--- src/rtl/clk_div_multi.sv ---
// clk_div_multi: free-running debug counter plus NCH runtime-programmable
// 50%-duty clock dividers, each with a one-cycle tick on its rising edge.
// Channel 0 can be parked low and single-stepped one full period at a time.
// Divisor writes are held pending and take effect only at a falling boundary,
// so a period already in progress always completes and no runt pulses appear.
module clk_div_multi #(
   parameter int CNT_W = 32,
   parameter int NCH   = 2,
   parameter int DIV_W = 16,
   parameter int CH_W  = 3
) (
   input  logic             clk,
   input  logic             rst_n,
   input  logic             cfg_wr,
   input  logic [CH_W-1:0]  cfg_ch,
   input  logic [DIV_W-1:0] cfg_div,
   output logic             cfg_ack,
   input  logic             step_mode,
   input  logic             step_req,
   output logic [CNT_W-1:0] clkdiv,
   output logic [NCH-1:0]   clk_out,
   output logic [NCH-1:0]   tick
);

   typedef enum logic [1:0] {ST_RUN, ST_IDLE, ST_STEP} ch0_state_t;

   logic [NCH-1:0][DIV_W-1:0] div_q;
   logic [NCH-1:0][DIV_W-1:0] cnt_q;
   logic [NCH-1:0][DIV_W-1:0] pend_div_q;
   logic [NCH-1:0][DIV_W-1:0] cnt_nxt;
   logic [NCH-1:0]            pend_q;
   logic [NCH-1:0]            out_nxt;
   logic [NCH-1:0]            tick_nxt;
   logic [NCH-1:0]            at_lim;
   logic [NCH-1:0]            apply;
   logic [NCH-1:0]            wr_hit;

   ch0_state_t       state_q;
   ch0_state_t       state_nxt;
   logic             step_q;
   logic             step_rise;
   logic [DIV_W-1:0] ch0_cnt_nxt;
   logic             ch0_out_nxt;
   logic             ch0_tick_nxt;
   logic             ch0_apply;

   assign step_rise = step_req & ~step_q;

   // Free-running debug counter; wraps silently.
   always_ff @(posedge clk or negedge rst_n) begin
      if (!rst_n) begin
         clkdiv <= '0;
      end else begin
         // NOTE: state is updated with <= so every register samples pre-edge values.
         clkdiv <= clkdiv + CNT_W'(1);
      end
   end

   // Step-request edge register and write acknowledge.
   always_ff @(posedge clk or negedge rst_n) begin
      if (!rst_n) begin
         step_q  <= 1'b0;
         cfg_ack <= 1'b0;
      end else begin
         step_q  <= step_req;
         cfg_ack <= |wr_hit;
      end
   end

   // Per-channel terminal-count and write-select decode.
   always_comb begin
      // NOTE: defaults first, so no path through this block can infer a latch.
      at_lim = '0;
      wr_hit = '0;
      for (int i = 0; i < NCH; i++) begin
         at_lim[i] = (cnt_q[i] == div_q[i]);
         wr_hit[i] = cfg_wr && (cfg_ch == CH_W'(i));
      end
   end

   // Channel 0 state register.
   always_ff @(posedge clk or negedge rst_n) begin
      if (!rst_n) state_q <= ST_RUN;
      else        state_q <= state_nxt;
   end

   // Channel 0 next state: park at a falling boundary, step on a request edge.
   always_comb begin
      state_nxt = state_q;
      case (state_q)
         ST_RUN:  if (at_lim[0] && clk_out[0] && step_mode) state_nxt = ST_IDLE;
         ST_IDLE: begin
            if (!step_mode)     state_nxt = ST_RUN;
            else if (step_rise) state_nxt = ST_STEP;
         end
         ST_STEP: if (at_lim[0] && !clk_out[0]) state_nxt = ST_IDLE;
         default: state_nxt = ST_RUN;
      endcase
   end

   // Channel 0 outputs: counter/clock next values and divisor apply point.
   always_comb begin
      ch0_cnt_nxt  = cnt_q[0];
      ch0_out_nxt  = clk_out[0];
      ch0_tick_nxt = 1'b0;
      ch0_apply    = 1'b0;
      case (state_q)
         ST_RUN, ST_STEP: begin
            if (at_lim[0]) begin
               ch0_cnt_nxt  = '0;
               // A step ends low instead of starting another high phase.
               ch0_out_nxt  = (state_q == ST_RUN) ? ~clk_out[0] : 1'b0;
               ch0_tick_nxt = (state_q == ST_RUN) && !clk_out[0];
               ch0_apply    = clk_out[0] & pend_q[0];
            end else begin
               ch0_cnt_nxt  = cnt_q[0] + DIV_W'(1);
            end
         end
         ST_IDLE: begin
            // Parked: counter held at 0 and a pending divisor applies at once.
            ch0_cnt_nxt = '0;
            ch0_apply   = pend_q[0];
            if (step_mode && step_rise) begin
               ch0_out_nxt  = 1'b1;
               ch0_tick_nxt = 1'b1;
            end else begin
               ch0_out_nxt  = 1'b0;
            end
         end
         default: ;
      endcase
   end

   // Free-running channels 1..NCH-1, with channel 0 taken from its FSM.
   always_comb begin
      cnt_nxt  = cnt_q;
      out_nxt  = clk_out;
      tick_nxt = '0;
      apply    = '0;
      cnt_nxt[0]  = ch0_cnt_nxt;
      out_nxt[0]  = ch0_out_nxt;
      tick_nxt[0] = ch0_tick_nxt;
      apply[0]    = ch0_apply;
      for (int i = 1; i < NCH; i++) begin
         if (at_lim[i]) begin
            cnt_nxt[i]  = '0;
            out_nxt[i]  = ~clk_out[i];
            tick_nxt[i] = ~clk_out[i];
         end else begin
            cnt_nxt[i]  = cnt_q[i] + DIV_W'(1);
         end
         apply[i] = at_lim[i] & clk_out[i] & pend_q[i];
      end
   end

   // Channel registers: counters, clocks, ticks, active and pending divisors.
   always_ff @(posedge clk or negedge rst_n) begin
      if (!rst_n) begin
         // NOTE: divisors and pending writes are reset too; a reset must drop
         // every programmed divisor, not only the counters.
         cnt_q      <= '0;
         div_q      <= '0;
         pend_div_q <= '0;
         pend_q     <= '0;
         clk_out    <= '0;
         tick       <= '0;
      end else begin
         cnt_q   <= cnt_nxt;
         clk_out <= out_nxt;
         tick    <= tick_nxt;
         for (int i = 0; i < NCH; i++) begin
            if (apply[i]) div_q[i] <= pend_div_q[i];
            // A write landing on an apply boundary stays pending for the next one.
            if (wr_hit[i]) begin
               pend_div_q[i] <= cfg_div;
               pend_q[i]     <= 1'b1;
            end else if (apply[i]) begin
               pend_q[i]     <= 1'b0;
            end
         end
      end
   end

endmodule

--- config.mk ---
export PLATFORM = sky130hd
export DESIGN_NAME = clk_div_multi
export DESIGN_NICKNAME = d
export VERILOG_FILES = /design/src/rtl/clk_div_multi.sv
export SDC_FILE = /design/constraint.sdc
export NUM_CORES = 1
export LEC_CHECK = 0
export ABC_AREA = 1
export BUFFER_PORTS_ARGS = -buffer_cell sky130_fd_sc_hd__buf_2
export CORE_ASPECT_RATIO = 1.4
export CORE_MARGIN = 8
export CORE_UTILIZATION = 55
export DETAILED_ROUTE_END_ITERATION = 16
export GPL_ROUTABILITY_DRIVEN = 0
export GPL_TIMING_DRIVEN = 0
export PLACE_DENSITY = 0.86
export SYNTH_ARGS = -nofsm -noshare
export SYNTH_HDL_FRONTEND = slang
export SYNTH_SLANG_ARGS = --single-unit
export TNS_END_PERCENT = 1
--- constraint.sdc ---
create_clock -name clk -period 2.7 [get_ports clk]
set_input_delay 0.81 -clock clk [delete_from_list [all_inputs] [get_ports clk]]
set_output_delay 0.81 -clock clk [all_outputs]
set_load 0.005 [all_outputs]
Word level (Yosys, flattened, before mapping)
Cells that the tools add are included.

storage, ports and cells
  register bits after elaboration = 138
  latch bits = 0
  RAM bits = 0
  ROM bits = 0
  input port bits = 24
  output and inout port bits = 37
  memories kept = 0

cells by class
  add/subtract/negate cells = 3
  multipliers = 0
  div/mod/pow operators = 0
  order comparisons = 0
  eq/ne operators = 9
  shift-type cells = 0
  multiplexer cells = 21
  bitwise operators = 7
  reduce and logical (&&, ||, !) cells = 17

operator list
  operator                                                                number
  16-bit by 1-bit adder with 16-bit output (second input constant)        2
  32-bit by 1-bit adder with 32-bit output (second input constant)        1
  16-bit equality test                                                    2
  16-bit two-way mux                                                      2
  16-bit case mux with 2 select lines                                     1
  1-bit two-way mux                                                       10
  2-bit two-way mux                                                       4
  1-bit logical AND                                                       7
  2-bit inequality test (second input constant)                           3
  1-bit case mux with 2 select lines                                      3
  2-bit case mux with 3 select lines                                      1
  2-bit nonzero test                                                      3
  1-bit AND                                                               4
  2-bit OR reduction                                                      2
  3-bit by 1-bit equality test with 1-bit output (second input constant)  1
  3-bit logical NOT                                                       1
  3-bit inequality test (second input constant)                           1
  1-bit NOT                                                               3
  3-bit AND reduction                                                     1
  2-bit by 1-bit equality test with 1-bit output (second input constant)  1
  2-bit equality test (second input constant)                             1
  2-bit logical NOT                                                       1
  2-bit AND reduction                                                     1
  1-bit logical NOT                                                       1

Longest topological paths before layout
  word-level depth = 5
  mapped depth = 12
  gate-level depth less buffers = 11

Worst setup path before layout
OpenSTA, ideal clock, no wires.

  path type = register -> register
  start = register clkdiv[0]
  end = register clkdiv[30]
  library setup time = 0.123 ns
  data arrival time = 1.628 ns
  setup slack = 0.949 ns
  cell stages (with the launch flop) = 10
  cells stage by stage = dfrtp_1 > ha_1 > inv_1 > nor2_1 > nand2_1 > nor3_2 > nand3_1 > nor2_2 > nand3_1 > xor2_1

on the way
  longest elaborated chain between the ends = 1

RTL lines
  what                                      line  RTL
  start, declared                           20    output logic [CNT_W-1:0] clkdiv,
  start signal, assigned                    55    clkdiv <= clkdiv + CNT_W'(1);
  32-bit by 1-bit adder with 32-bit output  55

Every way passes these cells.
A chain may end at the register's enable or synchronous reset.

Final worst setup path
  start = register cnt_q[20] (netlist bit)
  end = register div_q[19] (netlist bit)

on the way
  longest elaborated chain between the ends = 3

RTL lines
  what                           line  RTL
  start, declared                28    logic [NCH-1:0][DIV_W-1:0] cnt_q;
  start signal, assigned         168   cnt_q <= cnt_nxt;
  16-bit equality test           76    at_lim[i] = (cnt_q[i] == div_q[i]);
  1-bit AND (2 in a row)         152   apply[i] = at_lim[i] & clk_out[i] & pend_q[i];
  end signal, assigned by index  172   if (apply[i]) div_q[i] <= pend_div_q[i];
  end, declared                  27    logic [NCH-1:0][DIV_W-1:0] div_q;

Every way passes these cells.

==> impl_metrics.yaml <==
run_status:
  status: "finished clean"
critical_path:
  critPathLaunchType: "flop"
  r2r-start: "cnt_q[20]"
  path_max_fanout: 10
  critical_path_class: "flop to flop"
  cp.required_ns: 3.01
  path_common_cell: "nand2_1"
  r2r_end: "div_q[19]"
  reg2regPathDepth: 9
  rrSetupSlack_ns: 0.64
  worst-endpoint-arrival_ns: 2.37
  cp-startpoint: "cnt_q[20]"
  worstSetupEndpointType: "flop"
  cp_slowest_stage_delay_ns: 0.43
  crit_chain: "xnor2_1 -> nand4_1 -> nor2_1 -> nand2_1 -> nor2_2 -> nand2_2 -> buf_2 -> nand2_1 -> nand2_1"
  critPathSlowestCell: "dfrtp_1"
  crit_end: "div_q[19]"
yosys:
  syn_area_per_cell_um2: 8.39
  synth_common_cells: "nand2_1, dfrtp_1, inv_1, nor2_1, nand3_1"
  syn_area_um2: 6460
  yosys_most_used_dff: "dfrtp_1"
  ys_ff_latch: 138
  ys_warn_count: 0
  yosysMostFrequentCell: "nand2_1"
  netlist_instances: 770
  syn_nets: 797
  async_flop_share: 1.00
  synth.distinct_cells: 30
  synth.area.top_cells: "dfrtp_1, nand2_1, inv_1"
  synth_edf_count: 0
  synth_top_area_cell: "dfrtp_1"
  seq_area_frac_synth: 0.534
  synth_top_area_share: 0.534
sta:
  rsz0062_at_grt: "false"
  whs_ns: 0.389
  slew_headroom: 0.538
  clock_skew_ns: 0.0131
  fin_setup_tns_ns: 0
  period_needed_ns: 2.06
  maxSlewViolCount: 0
  worst_pin_slew_ns: 0.692
  clock.fmax_mhz: 486
  finalSetupViolCount: 0
  post-route-period-util: 0.762
  hold_violations: 0
final_layout:
  fin_nets: 877
  ff_latch_area_um2: 3450
  fin_cells: 1009
  antenna-diode-count: 0
  drive_above_1_share: 0.132
  num-fill-cells: 923
  multi_input_area_um2: 2570
  final_util: 0.647
  area_delta_synth_final_pct: 16.6
cts:
  postCtsSetupBuffers: 0
  clockBufferDepth: 2
  clock_latency_ns: 0.42
  clk_pin_slew_ns: 0.06
  cts_sinks: 138
  htreeDepth: 4
  numCtsBuffers: 17
  cts_tree: "yes"
  ctsResizeCount: 0
  cts.hold.buffers_added: 0
  cts_root_buf: "clkbuf_16"
run:
  maxCapViolCount: 0
power_and_ir_drop:
  finalPower_w: 0.00639
  p_leak_nw: 3.85
  cellPowerDensity_nw_per_um2: 848
  ir_drop_v: 0.000487
die:
  start_util: 0.555
  rows: 47
  die_w_um: 108
  pin_count: 61
  coreArea_um2: 11600
  dieArea_um2: 15500
  die_h_um: 144
global_routing:
  grt.overflow.total: 0
  grt_start_max_net_pins: 75
  grt_use_total: 0.218
  antenna_found_initial: 0
  grt_pass1_wl_um: 26600
  grt_pass1_vias: 5673
drt:
  drt-initial-drc-count: 262
  postRouteWirelength_um: 15400
  antenna_left: 0
  firstDrtPassIters: 4
  wl_per_cell_um: 15.3
  vias_per_cell: 5.34
  vias: 5385
  drc: 0
placement:
  portBuffers: 60
  dp_hpwl_um: 10700
  dp.cells: 978
worst_hold_path:
  hold_class: "input pin to asynchronous set/reset pin"
## sequential cells by signal, summed over array words and instances, names as in the netlist
signal and cells:
clkdiv 32, cnt_q 32, div_q 32, pend_div_q 32
clk_out 2, pend_q 2, state_q 2, tick 2
cfg_ack 1, step_q 1
## metal layers
metal,vias to the layer above,GRT usage,wire length [µm]
met5,-,0,0
met4,0,0.111,488
met1,2579,0.238,6030
li1,2599,-,-
met3,46,0.0522,685
met2,161,0.385,8210
## worst max-delay path: cells and delay by family (launching register included)
family | cells | cell delay, ns
simple gates | 7 | 1.09
buf+inv | 1 | 0.22
xor+xnor | 1 | 0.20
flops | 1 | 0.43
## final cells by class
cell class / count / share of cell area
Buffer: 17 / 0.0106
Sequential cell: 138 / 0.458
Multi-Input combinational cell: 521 / 0.342
Tap cell: 147 / 0.0244
Inverter: 94 / 0.0468
Clock buffer: 21 / 0.0611
Timing Repair Buffer: 61 / 0.0443
Clock inverter: 10 / 0.0125
## report_power, final
part	internal (W)	total [W]	switching (W)
clock network	0.00131	0.00219	0.000884
logic	0.000526	0.00137	0.000842
registers	0.00246	0.00283	0.000367
total	0.00430	0.00639	0.00209
## worst min path at each step
stage | start | endpoint | slack (ns)
3_5_place_dp | pend_q[0] | pend_q[0] | 0.47
5_1_grt | rst_n | cnt_q[2] | 0.45
3_3_place_gp | pend_q[0] | pend_q[0] | 0.45
4_1_cts | rst_n | cnt_q[3] | 0.43
2_1_floorplan | pend_q[0] | pend_q[0] | 0.44
6_report | rst_n | cnt_q[2] | 0.39
## stage by stage
stage               setup WS [ns]  cell area (µm²)
floorplan                   0.949             6460
global placement            -1.02             6950
detailed placement          0.659             6980
CTS                         0.639             7530
global route                0.411             7530
finish                      0.642             7530
## cell usage in the layout (no fill, tap or decap), drive strengths merged, types with 9 or more instances in the layout
master  count
xnor2      28
clkbuf     33
a21oi       9
o21ai      50
nor2       70
nand4      10
o22ai      10
xor2       30
nand3      60
nor3       23
buf        66
inv        95
dfrtp     138
nand2     222
## cells by family after synthesis
group / synth area share
fa+ha+maj: 0.00581
compound gates: 0.0624
simple gates: 0.252
flops: 0.534
buf+inv: 0.0670
xor+xnor: 0.0786
Note: power is estimated with default switching activity, not from simulation.
